**src/rtl/sd_init_sequencer.sv**
```systemverilog
// SD card SPI-mode power-up sequencer: CMD0, CMD8, CMD55/ACMD41 loop, CMD58.
// Define SD_INIT_CRC7_EN to compute sd_crc serially (40-cycle issue) instead of the constant table.
module sd_init_sequencer #(
  parameter int CMD0_RETRIES   = 8,
  parameter int ACMD41_RETRIES = 1000
) (
  input  logic        clk,
  input  logic        rst_n,
  input  logic        init_start,
  output logic [5:0]  sd_cmd,
  output logic [31:0] sd_arg,
  output logic [6:0]  sd_crc,
  output logic [2:0]  sd_nresponse,
  output logic        sd_start,
  input  logic        sd_done,
  input  logic [7:0]  sd_resp,
  input  logic [31:0] sd_resp_ext,
  output logic        busy,
  output logic        init_done,
  output logic        init_error,
  output logic [2:0]  err_code,
  output logic        card_hc
);

  localparam int C0W  = $clog2(CMD0_RETRIES + 1);
  localparam int A41W = $clog2(ACMD41_RETRIES + 1);
  localparam logic [C0W-1:0]  C0_MAX  = C0W'(CMD0_RETRIES);
  localparam logic [A41W-1:0] A41_MAX = A41W'(ACMD41_RETRIES);

  typedef enum logic [2:0] {
    S_IDLE, S_CMD0, S_CMD8, S_CMD55, S_ACMD41, S_CMD58, S_DONE, S_ERROR
  } state_e;

  // REL waits for sd_done low before anything new is loaded onto the bus.
  typedef enum logic [1:0] {PH_REL, PH_ISSUE, PH_WAIT} phase_e;

  state_e          st_q, st_d;
  phase_e          ph_q, ph_d;
  logic [5:0]      cmd_q, cmd_d;
  logic [31:0]     arg_q, arg_d;
  logic [6:0]      crc_q, crc_d;
  logic [2:0]      nresp_q, nresp_d;
  logic            start_q, start_d;
  logic            done_q, done_d;
  logic            error_q, error_d;
  logic [2:0]      err_q, err_d;
  logic            hc_q, hc_d;
  logic            hcs_q, hcs_d;
  logic [C0W-1:0]  c0_q, c0_d, c0_inc;
  logic [A41W-1:0] a41_q, a41_d, a41_inc;

  logic [5:0]      ld_cmd;
  logic [31:0]     ld_arg;
  logic [2:0]      ld_nresp;

  logic            unused_ext;
  assign unused_ext = ^{sd_resp_ext[31], sd_resp_ext[29:12]};

  // Saturating increments: counters never wrap past their limit.
  assign c0_inc  = (c0_q  == C0_MAX)  ? c0_q  : c0_q  + 1'b1;
  assign a41_inc = (a41_q == A41_MAX) ? a41_q : a41_q + 1'b1;

  always_comb begin
    ld_cmd   = 6'd0;
    ld_arg   = 32'h0;
    ld_nresp = 3'd0;
    case (st_q)
      S_CMD8: begin
        ld_cmd   = 6'd8;
        ld_arg   = 32'h0000_01AA;
        ld_nresp = 3'd4;
      end
      S_CMD55:  ld_cmd = 6'd55;
      S_ACMD41: begin
        ld_cmd = 6'd41;
        ld_arg = hcs_q ? 32'h4000_0000 : 32'h0;
      end
      S_CMD58: begin
        ld_cmd   = 6'd58;
        ld_nresp = 3'd4;
      end
      default: ;
    endcase
  end

`ifdef SD_INIT_CRC7_EN
  logic [5:0]  bit_q, bit_d;
  logic [39:0] frame;
  assign frame = {2'b01, cmd_q, arg_q};

  function automatic logic [6:0] crc7_step(input logic [6:0] c, input logic b);
    logic fb;
    fb = b ^ c[6];
    return {c[5:0], 1'b0} ^ (fb ? 7'h09 : 7'h00);
  endfunction

  always_ff @(posedge clk or negedge rst_n) begin
    if (!rst_n) bit_q <= '0;
    else        bit_q <= bit_d;
  end
`else
  logic [6:0] ld_crc;

  always_comb begin
    ld_crc = 7'h4A;
    case (st_q)
      S_CMD8:   ld_crc = 7'h43;
      S_CMD55:  ld_crc = 7'h32;
      S_ACMD41: ld_crc = hcs_q ? 7'h3B : 7'h72;
      S_CMD58:  ld_crc = 7'h7E;
      default:  ;
    endcase
  end
`endif

  always_comb begin
    st_d    = st_q;
    ph_d    = ph_q;
    cmd_d   = cmd_q;
    arg_d   = arg_q;
    crc_d   = crc_q;
    nresp_d = nresp_q;
    start_d = start_q;
    done_d  = done_q;
    error_d = error_q;
    err_d   = err_q;
    hc_d    = hc_q;
    hcs_d   = hcs_q;
    c0_d    = c0_q;
    a41_d   = a41_q;
`ifdef SD_INIT_CRC7_EN
    bit_d   = bit_q;
`endif

    if (st_q == S_IDLE || st_q == S_DONE || st_q == S_ERROR) begin
      if (init_start) begin
        st_d    = S_CMD0;
        ph_d    = PH_REL;
        done_d  = 1'b0;
        error_d = 1'b0;
        err_d   = 3'd0;
        hc_d    = 1'b0;
        hcs_d   = 1'b0;
        c0_d    = '0;
        a41_d   = '0;
      end
    end else begin
      case (ph_q)
        PH_REL: begin
          if (!sd_done) begin
            ph_d    = PH_ISSUE;
            cmd_d   = ld_cmd;
            arg_d   = ld_arg;
            nresp_d = ld_nresp;
`ifdef SD_INIT_CRC7_EN
            crc_d   = 7'h00;
            bit_d   = 6'd0;
`else
            crc_d   = ld_crc;
`endif
          end
        end
        PH_ISSUE: begin
`ifdef SD_INIT_CRC7_EN
          crc_d = crc7_step(crc_q, frame[6'd39 - bit_q]);
          bit_d = bit_q + 6'd1;
          if (bit_q == 6'd39) begin
            ph_d    = PH_WAIT;
            start_d = 1'b1;
          end
`else
          ph_d    = PH_WAIT;
          start_d = 1'b1;
`endif
        end
        PH_WAIT: begin
          if (sd_done) begin
            start_d = 1'b0;
            ph_d    = PH_REL;
            case (st_q)
              S_CMD0: begin
                if (sd_resp == 8'h01) st_d = S_CMD8;
                else begin
                  c0_d = c0_inc;
                  if (c0_inc == C0_MAX) begin
                    st_d = S_ERROR; error_d = 1'b1; err_d = 3'd1;
                  end
                end
              end
              S_CMD8: begin
                if (sd_resp == 8'h01 && sd_resp_ext[11:0] == 12'h1AA) begin
                  hcs_d = 1'b1; st_d = S_CMD55;
                end else if (sd_resp == 8'h05) begin
                  hcs_d = 1'b0; st_d = S_CMD55;
                end else begin
                  st_d = S_ERROR; error_d = 1'b1; err_d = 3'd2;
                end
              end
              S_CMD55: begin
                if (sd_resp == 8'h00 || sd_resp == 8'h01) st_d = S_ACMD41;
                else begin
                  st_d = S_ERROR; error_d = 1'b1; err_d = 3'd3;
                end
              end
              S_ACMD41: begin
                if (sd_resp == 8'h00) begin
                  if (hcs_q) st_d = S_CMD58;
                  else begin
                    st_d = S_DONE; done_d = 1'b1; hc_d = 1'b0;
                  end
                end else if (sd_resp == 8'h01) begin
                  a41_d = a41_inc;
                  if (a41_inc == A41_MAX) begin
                    st_d = S_ERROR; error_d = 1'b1; err_d = 3'd4;
                  end else st_d = S_CMD55;
                end else begin
                  st_d = S_ERROR; error_d = 1'b1; err_d = 3'd3;
                end
              end
              S_CMD58: begin
                if (sd_resp == 8'h00) begin
                  st_d = S_DONE; done_d = 1'b1; hc_d = sd_resp_ext[30];
                end else begin
                  st_d = S_ERROR; error_d = 1'b1; err_d = 3'd5;
                end
              end
              default: ;
            endcase
          end
        end
        default: ph_d = PH_REL;
      endcase
    end
  end

  always_ff @(posedge clk or negedge rst_n) begin
    if (!rst_n) begin
      st_q    <= S_IDLE;
      ph_q    <= PH_REL;
      cmd_q   <= '0;
      arg_q   <= '0;
      crc_q   <= '0;
      nresp_q <= '0;
      start_q <= 1'b0;
      done_q  <= 1'b0;
      error_q <= 1'b0;
      err_q   <= '0;
      hc_q    <= 1'b0;
      hcs_q   <= 1'b0;
      c0_q    <= '0;
      a41_q   <= '0;
    end else begin
      st_q    <= st_d;
      ph_q    <= ph_d;
      cmd_q   <= cmd_d;
      arg_q   <= arg_d;
      crc_q   <= crc_d;
      nresp_q <= nresp_d;
      start_q <= start_d;
      done_q  <= done_d;
      error_q <= error_d;
      err_q   <= err_d;
      hc_q    <= hc_d;
      hcs_q   <= hcs_d;
      c0_q    <= c0_d;
      a41_q   <= a41_d;
    end
  end

  assign sd_cmd       = cmd_q;
  assign sd_arg       = arg_q;
  assign sd_crc       = crc_q;
  assign sd_nresponse = nresp_q;
  assign sd_start     = start_q;
  assign busy         = !(st_q == S_IDLE || st_q == S_DONE || st_q == S_ERROR);
  assign init_done    = done_q;
  assign init_error   = error_q;
  assign err_code     = err_q;
  assign card_hc      = hc_q;

endmodule

```
**config.mk**
```make
export PLATFORM = sky130hd
export DESIGN_NAME = sd_init_sequencer
export DESIGN_NICKNAME = d
export VERILOG_FILES = /design/src/rtl/sd_init_sequencer.sv
export SDC_FILE = /design/constraint.sdc
export NUM_CORES = 1
export LEC_CHECK = 0
export CORE_MARGIN = 2
export CORE_UTILIZATION = 31
export CTS_CLUSTER_DIAMETER = 100
export DETAILED_ROUTE_END_ITERATION = 10
export MAX_ROUTING_LAYER = met4
export PLACE_DENSITY = 0.63
export SLEW_MARGIN = 5
export SYNTH_ARGS = -nofsm -noshare
export SYNTH_HDL_FRONTEND = slang
export SYNTH_SLANG_ARGS = --single-unit
```
**constraint.sdc**
```tcl
create_clock -name clk -period 3.5 [get_ports clk]
set_input_delay 0.525 -clock clk [delete_from_list [all_inputs] [get_ports clk]]
set_output_delay 0.525 -clock clk [all_outputs]
set_load 0.02 [all_outputs]
```
==> impl_metrics.tcl, run 1 <==
set metrics [dict create \
    status "finished, final reports clean" \
    drt_iter0_markers 98 \
    post_cts_buffers 0 \
    multi_input_area_sq_um 1620 \
    hold_viol 0 \
    hold_class "in2async" \
    cts_sinks 40 \
    required_ps 2970 \
    synth.top_cell.area_share_pct 34.4 \
    finalCritPeriodShare_pct 82.8 \
    synth_flop_cell "dfrtp_1" \
    cts_tree "built" \
    setup_viol 0 \
    area_delta_synth_final_pct 18.1 \
    clk_pin_slew_ps 90 \
    yosysTopAreaCell "dfrtp_1" \
    crit_fanout 21 \
    clockRootBuffer "clkbuf_8" \
    power.density_nw_per_um2 723 \
    htree_num_levels 2 \
    fp-row-count 35 \
    post_cts_resized 0 \
    arrival_ps 2370 \
    syn_avg_cell_area_sq_um 8.48 \
    grt_pass1_wl_um 11200 \
    drive_above_1_share_pct 8.68 \
    grt_pass1_vias 2273 \
    cts_buffers 5 \
    layout_setup_ws_ps 601 \
    ys_seq_area_share_pct 34.4 \
    fin_nets 429 \
    maxCapViolCount 0 \
    slew_violations 0 \
    rsz0062_at_grt "no" \
    ys_seq_elements 40 \
    tns_ps 0 \
    pin_count 100 \
    dr_total_vias 2539 \
    met2_length_um 3220 \
    min_period_ps 2900 \
    worstSkewPairLatency_ps 300 \
    yosys_warnings 0 \
    fill_cells 949 \
    max_freq_mhz 345 \
    power_leakage_uw 0.00138 \
    post-route-drc-count 0 \
    dp_hpwl_um 4970 \
    die_w_um 101 \
    die_area_sq_um 10200 \
    ir_drop_uv 204 \
    slew_headroom_pct 38.4 \
    final_cell_mix "clkdlybuf4s50_1, dfrtp_1, nand2_1, o21ai_0, conb_1" \
    final_common_cell "clkdlybuf4s50_1" \
    synthCells 343 \
    cts_buffer_depth 2 \
    antenna_found_initial 0 \
    track_usage_pct 13.8 \
    end_kind "output pin" \
    wl_um 6800 \
    synth_edf_count 0 \
    die_y_um 101 \
    final_util_pct 37.6 \
    finalInstanceArea_sq_um 3440 \
    initial_core_util_pct 31.8 \
    grt-ovfl-total 0 \
    antenna_cells 0 \
    postSynth.asyncResetShare_pct 100 \
    via_per_inst 5.17 \
    dp_slack_ps 645 \
    drt_pass1_iterations 4 \
    grt_start_max_net_pins 41 \
    ys_types 66 \
    wl_per_cell_um 13.8 \
    final-seq-area_sq_um 1000 \
    startpoint_type "register" \
    netlist_area_sq_um 2910 \
    port_buffers 52 \
    post_dp_cell_area_sq_um 3350 \
    cts_hold_buf 0 \
    fin_skew_ps 12.4 \
    ant_nets 0 \
    route.met3.wl_um 333 \
    gp_congestion 0.881 \
    fp.coreArea_sq_um 9150 \
    dr.max_layer_used "met4" \
    m1WireLength_um 3140 \
    crit_type "reg2out" \
    tightest_slew_ps 924 \
    synth.area.top_cells "dfrtp_1, buf_4, o21ai_0, nand2_1, a21oi_1" \
]
where the power goes:
group / internal, uW / switching [uW]
Sequential: 603 / 157
Combinational: 576 / 833
Clock: 139 / 178
metrics by stage:
stage | total power (uW) | instances | hold slack (ps)
finish | 2490 | 491 | 358
global placement | 2150 | 483 | 454
detailed placement | 2180 | 483 | 461
global route | 2690 | 491 | 443
floorplan | 1760 | 370 | 229
CTS | 2500 | 491 | 403
worst paths after layout:
check	cells after the start	startpoint	slack, ps	end
worst max-delay path	4	st_q[1]	600	busy
worst max register to register	8	st_q[1]	890	err_code[2]
worst min-delay path	1	rst_n	360	st_q[1]
min in group clk	1	sd_crc[1]	470	sd_crc[1]
max in group asynchronous	1	rst_n	2560	a41_q[8]
worst min register to register	1	sd_crc[1]	470	sd_crc[1]
worst max-delay path, stage by stage (launching register included):
cell	delay (ps)
dfrtp_1	490
or3_4	420
nand2_2	360
inv_2	210
clkdlybuf4s50_1	580
kinds of logic (layout without fill, tap and decap cells):
| logic type | Yosys count | in the layout | share of synthesized area (%) |
|---|---|---|---|
| AO/OA/AOI/OAI | 99 | 99 | 22.5 |
| buffers and inverters | 66 | 76 | 13.4 |
| other | 1 | 28 | 0.129 |
| multiplexers | 6 | 6 | 2.79 |
| AND/OR/NAND/NOR | 121 | 121 | 23.0 |
| adder cells (fa/ha/maj) | 6 | 6 | 2.58 |
| flip-flops | 40 | 40 | 34.4 |
| XOR/XNOR | 4 | 4 | 1.20 |
final cells by class:
class	count	share of cell area [%]
clock inverter	3	0.546
clock buffer	5	2.00
tap	111	4.04
multi-input combinational	264	47.1
inverter	12	1.31
timing repair buffer	56	15.9
sequential	40	29.1
flip-flops by register name, summed over array words and instances (netlist names):
| register | cells |
|---|---|
| sd_nresponse | 1 |
| sd_start | 1 |
| init_error | 1 |
| c0_q | 4 |
| sd_cmd | 4 |
| st_q | 3 |
| sd_arg | 2 |
| hcs_q | 1 |
| err_code | 3 |
| sd_crc | 6 |
| ph_q | 2 |
| card_hc | 1 |
| a41_q | 10 |
| init_done | 1 |
Yosys cell counts, types with 2 or more instances:
master and count:
nand3b_1 3, xor2_1 2, and3b_1 2, clkbuf_1 10, and4_1 2, ha_1 6
a22oi_1 2, nand4b_1 2, nand2b_1 5, dfrtp_1 40, xnor2_1 2, nand2_1 35
nand3_1 12, a21oi_1 19, nor4bb_1 2, mux2_4 4, a211oi_1 3, or3_1 2
buf_1 2, nor2_1 22, o21ai_0 35, o31ai_1 10, buf_2 6, o41ai_1 3
a31oi_1 9, buf_4 36, and2_1 3, nor3_1 11, o21ai_1 2, nand4_1 3
inv_1 11, and3_1 3
layer usage:
layer | track usage (%) | vias up
met5 | - | -
met4 | 3.53 | 0
met3 | 2.98 | 10
met2 | 21.9 | 73
met1 | 18.0 | 1206
li1 | - | 1250
Note: power is estimated with default switching activity, not from simulation.
==> run 2, diff against run 1 <==
Clock period 3.5 ns to 2.7 ns, I/O delays scaled along.
==> run 2 against run 1 <==
Global-route usage hardly changed. Critical path depth up 1. Design area increased by 2.5%. Register-to-register slack worse by 480 ps. Utilization rose by 0.96 points. Clock skew down 1.5 ps. Worst setup slack worse by 350 ps. Sequential power is 29% higher.
==> impl_metrics.tcl, run 2 (synthesis gave the netlist of run 1 again) <==
set metrics [dict create \
    gp_congestion 0.863 \
    grt-ovfl-total 0 \
    via_per_inst 5.06 \
    clockRootBuffer "clkbuf_8" \
    initial_core_util_pct 31.8 \
    dp_hpwl_um 5100 \
    fin_skew_ps 10.9 \
    grt_pass1_vias 2272 \
    hold_viol 0 \
    end_kind "output pin" \
    maxCapViolCount 0 \
    grt_start_max_net_pins 41 \
    cts_hold_buf 0 \
    fp-row-count 35 \
    drt_iter0_markers 128 \
    arrival_ps 2040 \
    cts_sinks 40 \
    cts_buffer_depth 2 \
    slew_headroom_pct 38.3 \
    regMostFlops "a41_q" \
    final_cell_mix "clkdlybuf4s50_1, dfrtp_1, nand2_1, o21ai_0, conb_1" \
    finalCritPeriodShare_pct 90.5 \
    grt_pass1_wl_um 10900 \
    worstSkewPairLatency_ps 300 \
    ant_nets 0 \
    slew_violations 0 \
    pin_count 100 \
    dr_total_vias 2531 \
    area_delta_synth_final_pct 21.2 \
    final_common_cell "clkdlybuf4s50_1" \
    max_freq_mhz 409 \
    post_cts_buffers 0 \
    tightest_slew_ps 926 \
    crit_fanout 17 \
    htree_num_levels 2 \
    track_usage_pct 13.9 \
    fp.coreArea_sq_um 9150 \
    cts_tree "built" \
    min_period_ps 2440 \
    post_cts_resized 0 \
    die_w_um 101 \
    wl_um 6940 \
    finalInstanceArea_sq_um 3530 \
    setup_viol 0 \
    drt_pass1_iterations 4 \
    antenna_found_initial 0 \
    power.density_nw_per_um2 961 \
    die_area_sq_um 10200 \
    fin_hold_ws_ps 235 \
    wl_per_cell_um 13.9 \
    post-route-drc-count 0 \
    startpoint_type "register" \
    port_buffers 52 \
    power_leakage_uw 0.00143 \
    drive_above_1_share_pct 10.5 \
    fin_nets 438 \
    rsz0062_at_grt "no" \
    die_y_um 101 \
    tns_ps 0 \
    clk_pin_slew_ps 90 \
    post_dp_cell_area_sq_um 3420 \
    hold_class "in2async" \
    fill_cells 948 \
    crit_type "reg2out" \
    ir_drop_uv 292 \
    cts_buffers 5 \
    status "finished, final reports clean" \
    largest_reg_flops 10 \
    required_ps 2300 \
    antenna_cells 0 \
]
==> run 2: cell type report <==
cell class                 instances  area [sq um]  share of cell area [%]
tap                              111           139                    3.94
multi-input combinational        264          1620                    46.0
timing repair buffer              65           613                    17.4
inverter                          12          45.0                    1.28
clock inverter                     2          35.0                   0.994
clock buffer                       6          72.6                    2.06
sequential                        40          1000                    28.4
==> run 2: final timing paths <==
kind / start / endpoint / slack [ps] / depth (start not counted)
min in group clk: sd_crc[1] / sd_crc[1] / 470 / 1
max: st_q[2] / busy / 260 / 5
min reg2reg: sd_crc[1] / sd_crc[1] / 470 / 1
max reg2reg: a41_q[0] / err_code[2] / 410 / 9
min: rst_n / sd_cmd[0] / 230 / 1
max in group asynchronous: rst_n / c0_q[2] / 1880 / 1
==> run 2: routing by layer <==
| metal | global-route usage (%) | routed length, um | up-vias |
|---|---|---|---|
| li1 | - | - | 1261 |
| met1 | 17.9 | 3210 | 1200 |
| met2 | 21.3 | 3310 | 59 |
| met3 | 2.77 | 284 | 11 |
| met4 | 5.41 | 127 | 0 |
| met5 | - | 0 | - |
==> run 2: power breakdown <==
part	internal, uW	leakage [uW]	switching [uW]
clock network	275	0.0000552	232
registers	782	0.000506	199
logic	799	0.000874	1100
==> run 2: stage by stage <==
stage | setup slack, ps | std cells | power, uW | util (%)
after global routing | 145 | 500 | 3640 | 38.5
after detailed placement | 130 | 492 | 2890 | 37.3
after floorplan | 605 | 370 | 2280 | -
after global placement | 127 | 492 | 2850 | 37.3
after CTS | 258 | 500 | 3410 | 38.5
final | 255 | 500 | 3390 | 38.5
==> run 2: critical path, cell delays in order (launching register included) <==
cell and delay (ps):
dfrtp_1 390, buf_4 200, nand2_1 190, nand2_2 120
inv_2 190, clkdlybuf4s50_1 640
